<file path="config.mk">
export PLATFORM = sky130hd
export DESIGN_NAME = inst_cache
export DESIGN_NICKNAME = d
export VERILOG_FILES = /design/src/rtl/inst_cache_pkg.sv /design/src/rtl/inst_cache_data_array.sv /design/src/rtl/inst_cache.sv
export SDC_FILE = /design/constraint.sdc
export NUM_CORES = 2
export LEC_CHECK = 0
export CORE_ASPECT_RATIO = 0.9
export CORE_MARGIN = 2
export CORE_UTILIZATION = 24
export CTS_BUF_LIST = sky130_fd_sc_hd__clkbuf_2
export CTS_CLUSTER_DIAMETER = 80
export DETAILED_ROUTE_END_ITERATION = 8
export PLACE_DENSITY = 0.44
export SLEW_MARGIN = 20
export SYNTH_ARGS = -nofsm -noshare
export SYNTH_HDL_FRONTEND = slang
export SYNTH_SLANG_ARGS = --single-unit
export TNS_END_PERCENT = 5
</file>
<file path="constraint.sdc">
create_clock -name clk -period 13.18 [get_ports clk]
set_input_delay 2.636 -clock clk [delete_from_list [all_inputs] [get_ports clk]]
set_output_delay 2.636 -clock clk [all_outputs]
set_load 0.02 [all_outputs]
</file>
<file path="src/rtl/inst_cache_pkg.sv">
// Shared types and default geometry for the direct-mapped instruction cache.
package inst_cache_pkg;

  localparam int DEF_DATA_WIDTH     = 32;
  localparam int DEF_LINES          = 16;
  localparam int DEF_WORDS_PER_LINE = 4;

  // Address split for the default geometry: | tag | index | word | byte |
  localparam int WORD_CNT_W = $clog2(DEF_WORDS_PER_LINE);
  localparam int OFFSET_W   = WORD_CNT_W + 2;
  localparam int INDEX_W    = $clog2(DEF_LINES);
  localparam int TAG_W      = DEF_DATA_WIDTH - OFFSET_W - INDEX_W;

  typedef enum logic [1:0] {
    IDLE,
    LOOKUP,
    REFILL,
    RESPOND
  } state_e;

endpackage

</file>
<file path="src/rtl/inst_cache_data_array.sv">
// Cache data storage: one synchronous write port, one asynchronous read port.
module inst_cache_data_array #(
  parameter int DATA_WIDTH     = 32,
  parameter int LINES          = 16,
  parameter int WORDS_PER_LINE = 4
) (
  input  logic                              clk,
  input  logic                              we_i,
  input  logic [$clog2(LINES)-1:0]          wline_i,
  input  logic [$clog2(WORDS_PER_LINE)-1:0] wword_i,
  input  logic [DATA_WIDTH-1:0]             wdata_i,
  input  logic [$clog2(LINES)-1:0]          rline_i,
  input  logic [$clog2(WORDS_PER_LINE)-1:0] rword_i,
  output logic [DATA_WIDTH-1:0]             rdata_o
);

  logic [DATA_WIDTH-1:0] mem_q [LINES][WORDS_PER_LINE];

  // NOTE: storage arrays carry no reset; per-line valid bits decide whether contents are meaningful.
  always_ff @(posedge clk) begin
    if (we_i) mem_q[wline_i][wword_i] <= wdata_i;
  end

  assign rdata_o = mem_q[rline_i][rword_i];

endmodule

</file>
<file path="src/rtl/inst_cache.sv">
// Direct-mapped read-only instruction cache with whole-line, word-by-word refill.
// Define INST_CACHE_PERF_EN to add hit_count/miss_count performance counters.
module inst_cache
  import inst_cache_pkg::*;
#(
  parameter int DATA_WIDTH     = DEF_DATA_WIDTH,
  parameter int LINES          = DEF_LINES,
  parameter int WORDS_PER_LINE = DEF_WORDS_PER_LINE
) (
  input  logic                  clk,
  input  logic                  rst,
  input  logic                  inst_req,
  input  logic [DATA_WIDTH-1:0] inst_addr,
  output logic                  inst_valid,
  output logic [DATA_WIDTH-1:0] inst_data,
  input  logic                  inst_flush,
  output logic                  mem_req,
  output logic [DATA_WIDTH-1:0] mem_addr,
  input  logic                  mem_valid,
  input  logic [DATA_WIDTH-1:0] mem_rdata
`ifdef INST_CACHE_PERF_EN
  ,
  output logic [31:0]           hit_count,
  output logic [31:0]           miss_count
`endif
);

  localparam int CNT_BITS = $clog2(WORDS_PER_LINE);
  localparam int OFF_BITS = CNT_BITS + 2;
  localparam int IDX_BITS = $clog2(LINES);
  localparam int TAG_BITS = DATA_WIDTH - OFF_BITS - IDX_BITS;
  localparam logic [CNT_BITS-1:0] LAST_WORD = CNT_BITS'(WORDS_PER_LINE - 1);

  state_e                   state_q;
  logic [DATA_WIDTH-1:2]    addr_q;
  logic [CNT_BITS-1:0]      cnt_q;
  logic                     flush_q;
  logic [LINES-1:0]         valid_q;
  logic [TAG_BITS-1:0]      tag_q [LINES];
  logic                     mem_req_q;
  logic [DATA_WIDTH-1:0]    mem_addr_q;

  logic [TAG_BITS-1:0]      req_tag;
  logic [IDX_BITS-1:0]      req_idx;
  logic [CNT_BITS-1:0]      req_word;
  logic [CNT_BITS-1:0]      cnt_d;
  logic                     hit;
  logic                     word_we;
  logic                     refill_done;
  logic [DATA_WIDTH-1:0]    rd_word;
  logic                     unused_byte_bits;

  assign unused_byte_bits = ^inst_addr[1:0];

  assign req_tag  = addr_q[DATA_WIDTH-1 -: TAG_BITS];
  assign req_idx  = addr_q[OFF_BITS +: IDX_BITS];
  assign req_word = addr_q[2 +: CNT_BITS];
  assign cnt_d    = cnt_q + CNT_BITS'(1);

  assign hit         = valid_q[req_idx] && (tag_q[req_idx] == req_tag);
  assign word_we     = (state_q == REFILL) && mem_valid;
  assign refill_done = word_we && (cnt_q == LAST_WORD);

  inst_cache_data_array #(
    .DATA_WIDTH    (DATA_WIDTH),
    .LINES         (LINES),
    .WORDS_PER_LINE(WORDS_PER_LINE)
  ) u_data (
    .clk    (clk),
    .we_i   (word_we),
    .wline_i(req_idx),
    .wword_i(cnt_q),
    .wdata_i(mem_rdata),
    .rline_i(req_idx),
    .rword_i(req_word),
    .rdata_o(rd_word)
  );

  // Responses come straight out of LOOKUP/RESPOND so a hit retires in the cycle after acceptance.
  assign inst_valid = ((state_q == LOOKUP) && hit) || (state_q == RESPOND);
  assign inst_data  = inst_valid ? rd_word : '0;
  assign mem_req    = mem_req_q;
  assign mem_addr   = mem_addr_q;

  always_ff @(posedge clk) begin
    if (refill_done) tag_q[req_idx] <= req_tag;
  end

  always_ff @(posedge clk) begin
    if (!rst) begin
      state_q    <= IDLE;
      addr_q     <= '0;
      cnt_q      <= '0;
      flush_q    <= 1'b0;
      valid_q    <= '0;
      mem_req_q  <= 1'b0;
      mem_addr_q <= '0;
    end else begin
      case (state_q)
        IDLE: begin
          flush_q <= 1'b0;
          if (inst_req) begin
            addr_q  <= inst_addr[DATA_WIDTH-1:2];
            state_q <= LOOKUP;
          end
        end
        LOOKUP: begin
          if (hit) begin
            state_q <= IDLE;
          end else begin
            state_q    <= REFILL;
            cnt_q      <= '0;
            flush_q    <= inst_flush;
            mem_req_q  <= 1'b1;
            mem_addr_q <= {req_tag, req_idx, {CNT_BITS{1'b0}}, 2'b00};
          end
        end
        REFILL: begin
          if (inst_flush) flush_q <= 1'b1;
          if (mem_valid) begin
            cnt_q      <= cnt_d;
            mem_addr_q <= {req_tag, req_idx, cnt_d, 2'b00};
            if (cnt_q == LAST_WORD) begin
              mem_req_q <= 1'b0;
              state_q   <= RESPOND;
            end
          end
        end
        RESPOND: begin
          // A flush seen anywhere in this refill leaves the line invalid; the data still goes out.
          if (!flush_q && !inst_flush) valid_q[req_idx] <= 1'b1;
          state_q <= IDLE;
        end
        default: state_q <= IDLE;
      endcase
      if (inst_flush) valid_q <= '0;
    end
  end

`ifdef INST_CACHE_PERF_EN
  always_ff @(posedge clk) begin
    if (!rst) begin
      hit_count  <= '0;
      miss_count <= '0;
    end else if (state_q == LOOKUP) begin
      if (hit) hit_count  <= hit_count + 32'd1;
      else     miss_count <= miss_count + 32'd1;
    end
  end
`endif

endmodule

</file>
== Yosys cells after proc, flatten, opt, wreduce, memory -nomap -nowiden ==
Memories as Yosys holds them, arrays and structs flattened. A register that Yosys moved wholly into a read port is not among the register bits.
Index checks and enable logic that the tools add are counted.

* Register bits after elaboration: 84
* Bits of input ports: 69
* Memories kept: 2
* Memory bits (writable): 2432

{| class="wikitable"
|+ Memories
! memory !! depth !! bits a word !! rd ports !! clocked after memory_dff !! write ports !! line !! RTL
|-
| u_data.mem_q || 16 || 128 || 1 || 1 || 1 || inst_cache_data_array.sv:17 || <nowiki>logic [DATA_WIDTH-1:0] mem_q [LINES][WORDS_PER_LINE];</nowiki>
|-
| tag_q || 16 || 24 || 1 || 1 || 1 || inst_cache.sv:39 || <nowiki>logic [TAG_BITS-1:0] tag_q [LINES];</nowiki>
|}

* $lt $le $gt $ge: 5
* Add/sub/neg operators: 1
* Eq/ne operators: 10
* Bitwise operators: 4
* Reductions and logical operators: 20
* Multiplexer cells: 36

{| class="wikitable"
|+ Operators with widths
! kind !! count
|-
| two-way mux 32 bit || 6
|-
| two-way mux 128 bit || 1
|-
| binary-select mux 32 bit (select 2 bit) || 1
|-
| demux 32 bit (select 2 bit) || 1
|-
| case mux 32 bit (2 select lines) || 1
|-
| == test 24 bit || 1
|-
| two-way mux 4 bit || 4
|-
| OR 16 bit || 1
|-
| two-way mux 2 bit || 6
|-
| two-way mux 1 bit || 10
|-
| AND reduction 3 bit || 3
|-
| inequality test 2 bit, second input constant || 4
|-
| case mux 2 bit (4 select lines) || 1
|-
| logical AND 1 bit || 7
|-
| == test 2 bit, second input constant || 3
|-
| greater-or-equal comparator 3 bit, second input constant || 2
|-
| inverter 2 -> 3 bit || 2
|-
| less-than comparator 4 x 5 -> 1 bit, second input constant || 1
|-
| binary-select mux 1 bit (select 4 bit) || 1
|-
| demux 1 bit (select 4 bit) || 1
|-
| greater-or-equal comparator 4 x 1 -> 1 bit, second input constant || 1
|-
| case mux 2 bit (2 select lines) || 1
|-
| AND reduction 2 bit || 2
|-
| AND reduction 4 bit || 1
|-
| 13 further kinds || 14
|}

== Depth between registers and ports, before layout ==
* Depth in word-level cells: 6
* Depth in mapped cells: 15
* Mapped depth without buffers: 9

== By module ==
From an unflattened synthesis, not the netlist that was laid out.

* Cells, all modules: 4468
* Area, all modules: 96306.1 um2

{| class="wikitable"
|+ By module, submodules not included
! module !! times used !! sequential area each (um2) !! cells each !! area an instance (um2)
|-
| inst_cache_data_array || 1 || 61499.0 || 3348 || 77635.7
|-
| inst_cache || 1 || 13212.7 || 1120 || 18670.4
|}

== Worst setup path before layout ==
Ideal clock, no wire load.

* Path type: input to register
* From: in mem_valid
* To: mem tag_q[0][0] (netlist bit) (enable)
* Data required time: 12.710 ns
* Arrival: 5.669 ns
* Slack: 7.041 ns
* Stages: 5
* Library setup time: 0.470 ns
* Cells stage by stage: inv_1 -> nor2_1 -> nand2_1 -> clkbuf_1 -> nor2_1

* Longest elaborated chain between the ends: 4

{| class="wikitable"
|+ Ends and longest elaborated chain
! what !! line !! RTL
|-
| start, declared || inst_cache.sv:19 || <nowiki>input logic mem_valid,</nowiki>
|-
| logical AND 1 bit || inst_cache.sv:61 || <nowiki>assign word_we = (state_q == REFILL) && mem_valid;</nowiki>
|-
| logical AND 1 bit || inst_cache.sv:62 || <nowiki>assign refill_done = word_we && (cnt_q == LAST_WORD);</nowiki>
|-
| two-way mux 1 bit || inst_cache.sv:86 || <nowiki>if (refill_done) tag_q[req_idx] <= req_tag;</nowiki>
|-
| two-way mux 1 bit (implied by the code) || inst_cache.sv:86 ||
|-
| end, declared || inst_cache.sv:39 ||
|}

No other way between the ends.

==> run summary <==
Post-DP Area = 0.105 mm^2
GRT Util Overall = 0.136
DIE AREA = 0.408 mm^2
Clk Latency, worst-skew pair = 1.77 ns
Syn Inst Count = 4113
Initial DRC count = 4603
Final-report setup violation count = 0
Area grow syn2layout = 14.9%
Hold path depth = 2
Worst vdd ir = 0.0774 mV
CP endpoint kind = primary output
Port Buffers = 130
Hold_ws = 0.464 ns
Layout fillers = 40000
Worst Path Max Fanout = 89
CTS resizes = 0
Gate power share = 0.079
IO Count = 135
Layout cell share with drive strength beyond 1 = 0.388
Sequential fraction of the synthesis area = 0.773
Power Density = 140 mW/mm^2
R2R depth = 11
Post-DRT Antenna Nets = 0
Period utilization = 0.813
Leak = 33.7 nW
CTS Hold Bufs = 0
CTS tree = done
Synth Warn # = 0
Ys flop type = edfxtp_1
Setup Fix Bufs, Post-CTS = 0
TritonCTS buffer count = 656
Max-slew violations = 0
Chip Width = 673 um
Final TNS setup = 0 ns
Post-synthesis cell type count = 57
Worst path required time = 10.54 ns
Final min period = 10.72 ns
Clock skew = 0.135 ns
Max-capacitance violation count = 0
CORE AREA = 0.402 mm^2
HPWL after DPL = 149000 um
First-pass DRT Iterations = 6
H-tree levels = 6
Final WL = 283000 um
Cell Int Power = 11.5 mW
Area of the mapped netlist = 0.0966 mm^2
Ys async rst share = 0
Global-route wire length before repair = 391000 um
Worst-Margin Slew = 1.11 ns
Fin. Hold Viols = 0
Initial core utilization = 0.240
Design Area, Final = 0.111 mm^2
Status = completed
RD Place Congestion = 0.706
Total grt overflow = 0
Sw Share = 0.256
Clk network pwr share = 0.351
Initial antenna violation count = 51
Via Count = 47200
Number of flops mapped to enable cells by yosys = 2432
DRC Markers = 0
Largest net degree at the start of global routing = 91
Crit start category = register
Vias in the first global route = 50000
Rows = 221
Worst hold path type = reg2reg
Avg Cell Area, Syn = 23.5 um^2
Max Buffers Root-to-Sink = 4
Tot Pwr = 15.5 mW
Die height = 606 um
Drt via density = 4.44
DR WL/cell = 26.6 um
Nets = 4884
Fin util = 0.276
Worst Setup Path Type = reg2out
Clk root buf = clkbuf_2
Fmax = 0.0933 GHz
Max-slew headroom = 0.258
Worst-path clk slew = 0.09 ns
CP arrival = 8.08 ns
Seq pwr share = 0.570
Top post-synthesis cells by area = edfxtp_1 (76%), mux4_2 (17%), dfxtp_1 (1.7%)
Top cell type's share of synthesized area = 0.756
Post-synthesis register bit count = 2516
Clock Sink Count = 2516
RSZ-0062 raised after global routing = no
Switch Pwr = 3.98 mW
Leading area contributor after synthesis = edfxtp_1
==> kinds of logic (layout without fill, tap and decap cells) <==
family,Yosys count,in the layout,synth area share
buffers and inverters,242,1395,0.0120
and+or+nand+nor,337,337,0.0151
adders and majority gates,9,9,0.00117
muxes,867,867,0.187
other,1,25,0.0000388
DFF,2516,2516,0.773
AOI/OAI and AO/OA,120,120,0.00949
xor gates and xnor gates,21,21,0.00190
==> registers in the layout, summed over array words and instances, names as in the netlist, named ones only <==
| register | flops |
|---|---|
| u_data.mem_q | 2048 |
| flush_q | 1 |
| mem_addr | 29 |
| state_q | 1 |
| cnt_q | 1 |
| valid_q | 16 |
| tag_q | 384 |
| addr_q | 30 |
| mem_req | 1 |
==> synthesized netlist by cell type, drive strengths merged, types with 9 or more instances <==
cell type and instances:
inv 16, a31oi 11, mux2i 91, clkbuf 87, mux2 30, a21boi 32
buf 139, mux4 746, xnor2 19, nor2 97, ha 9, dfxtp 84
nand2 153, nor2b 46, edfxtp 2432, o22ai 17, nand3 12
==> per-layer routing <==
layer  GRT usage  part of all wire  up-vias
li1            -                 -    19300
met1       0.182              0.43    25800
met2       0.226              0.49     1656
met3      0.0294             0.061      409
met4      0.0336             0.018       26
met5           0           0.00060        -
==> critical path: stages (launching register included) <==
cell,delay (ns)
dfxtp_4,0.91
buf_12,0.67
buf_4,0.67
buf_12,0.64
buf_4,0.83
mux4_2,0.61
mux4_2,0.51
mux4_2,0.56
nor2b_1,0.17
clkdlybuf4s50_1,0.56
==> cell type report <==
type | count | area, um^2 | share of cell area
Tap cell | 5352 | 6700 | 0.0603
Inverter | 16 | 67.6 | 0.000609
Clock buffer | 964 | 4820 | 0.0435
Clock inverter | 155 | 1080 | 0.00975
Timing Repair Buffer | 260 | 2280 | 0.0205
Multi-Input combinational cell | 1356 | 21200 | 0.191
Antenna cell | 23 | 57.6 | 0.000519
Sequential cell | 2516 | 74700 | 0.673
==> final timing paths <==
path	from	end	slack, ns
max	register	inst_data[7]	2.46
min reg2reg	mem_addr[24]	mem_addr[24]	0.46
max reg2reg	register	flush_q	7.80
min	mem_addr[24]	mem_addr[24]	0.46
==> stage by stage <==
step	setup slack, ns	cells
2_1_floorplan	7.04	4114
3_3_place_gp	3.96	9498
3_5_place_dp	3.96	9499
4_1_cts	1.97	10600
5_1_grt	1.69	10600
6_report	2.46	10600
==> power groups by stage <==
stage | sequential, mW | clock, mW | combinational (mW)
global route | 8.85 | 6.06 | 1.30
CTS | 8.85 | 5.68 | 1.25
floorplan | 9.00 | 0 | 0.756
detailed placement | 9.03 | 0 | 1.25
global placement | 9.03 | 0 | 1.24
finish | 8.84 | 5.44 | 1.22
==> placed cells by master (no fill, tap or decap), drive strengths merged, types with 9 or more instances in the layout <==
master	instances
dfxtp	84
bufinv	14
mux2i	91
diode	23
nand2	153
a21boi	32
o22ai	17
nand3	12
edfxtp	2432
mux4	746
clkdlybuf4s50	97
clkbuf	964
mux2	30
nor2b	46
ha	9
clkinv	116
a31oi	11
xnor2	19
buf	163
nor2	97
inv	34
Note: power is estimated with default switching activity, not from simulation.
